**config.mk**
```make
export PLATFORM = sky130hd
export DESIGN_NAME = uart_tx_arbiter
export DESIGN_NICKNAME = d
export VERILOG_FILES = /design/src/rtl/uart_tx_arbiter.sv
export SDC_FILE = /design/constraint.sdc
export NUM_CORES = 1
export LEC_CHECK = 0
export CORE_ASPECT_RATIO = 0.9
export CORE_UTILIZATION = 38
export DETAILED_ROUTE_END_ITERATION = 8
export PLACE_DENSITY = 0.75
export SLEW_MARGIN = 15
export SYNTH_ARGS = -nofsm -noshare
export SYNTH_HDL_FRONTEND = slang
export SYNTH_SLANG_ARGS = --single-unit
export TNS_END_PERCENT = 30
```
**constraint.sdc**
```tcl
create_clock -name clk -period 2.67 [get_ports clk]
set_clock_uncertainty 0.2 [all_clocks]
set_input_delay 0.534 -clock clk [delete_from_list [all_inputs] [get_ports clk]]
set_output_delay 0.534 -clock clk [all_outputs]
set_load 0.01 [all_outputs]
```
**src/rtl/uart_tx_arbiter.sv**
```systemverilog
// Round-robin arbiter sharing one UART transmitter between two FWFT FIFOs.
// One byte per grant cycle: pop + tx_start together, then wait for the done tick.
module uart_tx_arbiter #(
    parameter int DATA_WIDTH = 8,
    parameter int BURST_LEN  = 4
) (
    input  logic                  clk,
    input  logic                  reset,
    input  logic                  en,
    input  logic                  empty0,
    input  logic [DATA_WIDTH-1:0] r_data0,
    output logic                  rd0,
    input  logic                  empty1,
    input  logic [DATA_WIDTH-1:0] r_data1,
    output logic                  rd1,
    input  logic                  tx_done_tick,
    output logic                  tx_start,
    output logic [DATA_WIDTH-1:0] tx_din,
    output logic                  grant,
    output logic                  busy
);

    localparam int CNT_W = $clog2(BURST_LEN + 1);
    localparam logic [CNT_W-1:0] BURST_MAX = CNT_W'(BURST_LEN);
    localparam logic [CNT_W-1:0] CNT_ONE   = CNT_W'(1);

    typedef enum logic [1:0] {
        IDLE = 2'd0,
        SEND = 2'd1,
        WAIT = 2'd2
    } state_t;

    state_t           state_reg;
    logic             grant_reg;
    logic             last_reg;
    logic [CNT_W-1:0] burst_cnt_reg;

    logic req0;
    logic req1;
    logic req_own;
    logic req_other;
    logic burst_full;

    assign req0       = ~empty0;
    assign req1       = ~empty1;
    assign req_own    = grant_reg ? req1 : req0;
    assign req_other  = grant_reg ? req0 : req1;
    assign burst_full = (burst_cnt_reg == BURST_MAX);

    always_ff @(posedge clk or posedge reset) begin
        if (reset) begin
            state_reg     <= IDLE;
            grant_reg     <= 1'b0;
            last_reg      <= 1'b1;
            burst_cnt_reg <= '0;
        end else begin
            case (state_reg)
                IDLE: begin
                    if (en && (req0 || req1)) begin
                        // On a tie the channel not served last wins.
                        grant_reg     <= (req0 && req1) ? ~last_reg : req1;
                        burst_cnt_reg <= '0;
                        state_reg     <= SEND;
                    end
                end
                SEND: begin
                    last_reg <= grant_reg;
                    // Saturates so a lone requester can stream indefinitely.
                    if (!burst_full) begin
                        burst_cnt_reg <= burst_cnt_reg + CNT_ONE;
                    end
                    state_reg <= WAIT;
                end
                WAIT: begin
                    if (tx_done_tick) begin
                        if (!en) begin
                            state_reg <= IDLE;
                        end else if (req_other && (!req_own || burst_full)) begin
                            grant_reg     <= ~grant_reg;
                            burst_cnt_reg <= '0;
                            state_reg     <= SEND;
                        end else if (req_own) begin
                            state_reg <= SEND;
                        end else begin
                            state_reg <= IDLE;
                        end
                    end
                end
                default: state_reg <= IDLE;
            endcase
        end
    end

    assign tx_start = (state_reg == SEND);
    assign rd0      = tx_start & ~grant_reg;
    assign rd1      = tx_start &  grant_reg;
    assign tx_din   = grant_reg ? r_data1 : r_data0;
    assign grant    = grant_reg;
    assign busy     = (state_reg == SEND) || (state_reg == WAIT);

endmodule

```
==> metrics.md <==
| Metric | Value |
|---|---|
| Fmax | 401 MHz |
| Largest net degree at the start of global routing | 18 |
| Net Sw Frac | 0.382 |
| Period utilization | 0.934 |
| # DRC | 0 |
| Cts hold-fix bufs | 0 |
| Worst Path Buf+Inv | 2 |
| # setup viols final | 0 |
| Die height | 41.2 um |
| Root buf cell | clkbuf_4 |
| Arrival time at the worst endpoint | 1.76 ns |
| CP peak stage delay | 0.55 ns |
| Pre-antenna DRT Iters | 4 |
| Post-synth top area cell | dfrtp_1 |
| Worst hold path type | in2async |
| Number of synthesized flops with an enable pin | 0 |
| Global-route wire length before repair | 2370 um |
| Yosys top cell area share | 0.231 |
| Top Ports | 35 |
| # port buffers | 34 |
| Status | finished clean |
| Combinational share of power | 0.640 |
| CTS Sinks | 7 |
| Die Area | 1880 sq um |
| Vias in the first global route | 541 |
| Fin crit period | 2.49 ns |
| Core area | 1510 sq um |
| WHS | 0.318 ns |
| Fill cells | 138 |
| CTS Buffer Depth | 2 |
| Clk pwr share | 0.113 |
| Global route total overflow | 0 |
| RePlAce Congestion | 0.667 |
| Initial antenna violation count | 0 |
| Worst setup EP type | primary output |
| Seq pwr share | 0.247 |
| Cells after synthesis | 63 |
| CTS buffer count | 3 |
| Slowest cell on crit path | clkdlybuf4s50_1 |
| Num rows | 13 |
| LEAKAGE | 0.425 nW |
| WL final | 1540 um |
| Area added between synthesis and finish | 59.0% |
| Final hold violations | 0 |
| Vias per cell | 5.02 |
| Synthesized netlist net count | 92 |
| Delay-heaviest family, CP | buffers and inverters |
| Clock-pin slew of the registers on the worst-case setup and hold paths | 0.05 ns |
| Crit Path Class | reg2out |
| Routed Antenna Nets | 0 |
| Die Width | 45.6 um |
| Startpoint Class | flip-flop |
| Nets | 129 |
| Share of cells above drive strength 1 | 0.202 |
| Maximum vdd drop | 565 uV |
| Starting Density | 0.429 |
| Max Cap Violations | 0 |
| Cell-internal power | 0.528 mW |
| Starting DRC count in detailed routing | 7 |
| Htree depth | 1 |
| Top_reg_cell synth | dfrtp_1 |
| Worst-Skew Late Latency | 0.26 ns |
| Vias | 608 |
| Hpwl dp | 1230 um |
| Crit-path max FO | 9 |
| Mean post-synth cell area | 10.3 sq um |
| Sum Neg Setup Slack | 0 ns |
| Psw | 0.326 mW |
| CTS tree | done |
| Worst Tran Pin Value | 0.306 ns |
| All-Layer GR Usage | 0.191 |
| Max-slew violations | 0 |
| Synthesized area | 649 sq um |
| Slew HR | 0.796 |
| Worst path depth | 4 |
| Asr flop ratio synth | 1.00 |
| RSZ-0062 raised after global routing | false |
| Post-synthesis sequential area ratio | 0.272 |
| Wire length per cell | 12.7 um |
| CP required | 1.94 ns |
| Register bit total from synthesis | 7 |
| Distinct cells, synth | 28 |
| Diodes inserted | 0 |
| Worst r2r path cells | 4 |
| Worst-path cell chain | inv_1 > ha_2 > nor2b_1 > clkdlybuf4s50_1 |
| PwrDens | 827 nW/um^2 |
| YS warnings | 0 |
| Largest cells by area after synthesis | dfrtp_1 (23%), mux2_2 (17%), ha_1 (13%), mux2i_1 (4.6%), dfstp_2 (4.0%) |
| Max reg flops | 3 |
[metrics by stage]
step	instances	area [sq um]	total power, mW	util	setup slack [ns]
2_1_floorplan	63	649	0.550	-	0.620
3_3_place_gp	117	1000	0.749	0.663	0.133
3_5_place_dp	117	1000	0.759	0.663	0.0957
4_1_cts	121	1030	0.861	0.680	0.0585
5_1_grt	121	1030	0.919	0.682	0.0792
6_report	121	1030	0.854	0.682	0.176
[cell usage in the layout (no fill, tap or decap), drive strengths merged, types with 2 or more instances in the layout]
cell type and n:
a21oi 3, o21ai 2, inv 6, clkbuf 4
mux2i 3, nand2 4, dfrtp 6, mux2 10
clkdlybuf4s50 34, nor2b 3, a221o 2, ha 7
[power by group through the flow]
stage | Sequential (mW) | Clock [mW] | Combinational [mW]
after detailed placement | 0.212 | 0 | 0.548
after floorplan | 0.178 | 0 | 0.371
after global routing | 0.221 | 0.105 | 0.593
final | 0.211 | 0.0963 | 0.547
after global placement | 0.209 | 0 | 0.540
after CTS | 0.210 | 0.0995 | 0.551
[kinds of logic after synthesis]
family | count (synthesis) | share of synthesized area
AO/OA/AOI/OAI | 13 | 0.175
adder cells (fa/ha/maj) | 7 | 0.135
buffers and inverters | 8 | 0.0578
flip-flops | 7 | 0.272
multiplexers | 13 | 0.220
AND/OR/NAND/NOR | 15 | 0.141
[Yosys cell counts (2+ instances only)]
library cell  instances
inv_1                 6
nor2b_1               3
mux2_2               10
ha_1                  7
nand2_1               4
o21ai_0               2
mux2i_1               3
dfrtp_1               6
a221o_1               2
a21oi_1               2
[routing by layer]
layer  up-vias  part of all wire  global-route usage
li1        301                 -                   -
met1       280              0.46               0.240
met2        24              0.46               0.304
met3         3             0.073              0.0529
met4         0            0.0059              0.0909
met5         -                 0                   0
[path summary, 6_finish.rpt]
check,from,endpoint,slack (ns)
max,state_reg[1],rd0,0.18
min in group clk,burst_cnt_reg[1],burst_cnt_reg[1],0.35
max reg2reg,grant,grant,0.55
min,reset,burst_cnt_reg[2],0.32
min reg2reg,burst_cnt_reg[1],burst_cnt_reg[1],0.35
max in group asynchronous,reset,last_reg,1.68
[timing repair]
item                       4_1_cts  5_1_grt
resized for setup                0        2
buffers inserted                 0        0
hold endpoints to repair         0        0
setup endpoints to repair        0        3
[layout make-up]
class | instances | area, sq um | share of cell area
sequential | 7 | 178 | 0.172
clock buffer | 4 | 26.3 | 0.0255
tap | 22 | 27.5 | 0.0267
inverter | 6 | 22.5 | 0.0218
timing repair buffer | 34 | 340 | 0.330
multi-input combinational | 48 | 438 | 0.424
(Power assumes the default switching activity.)
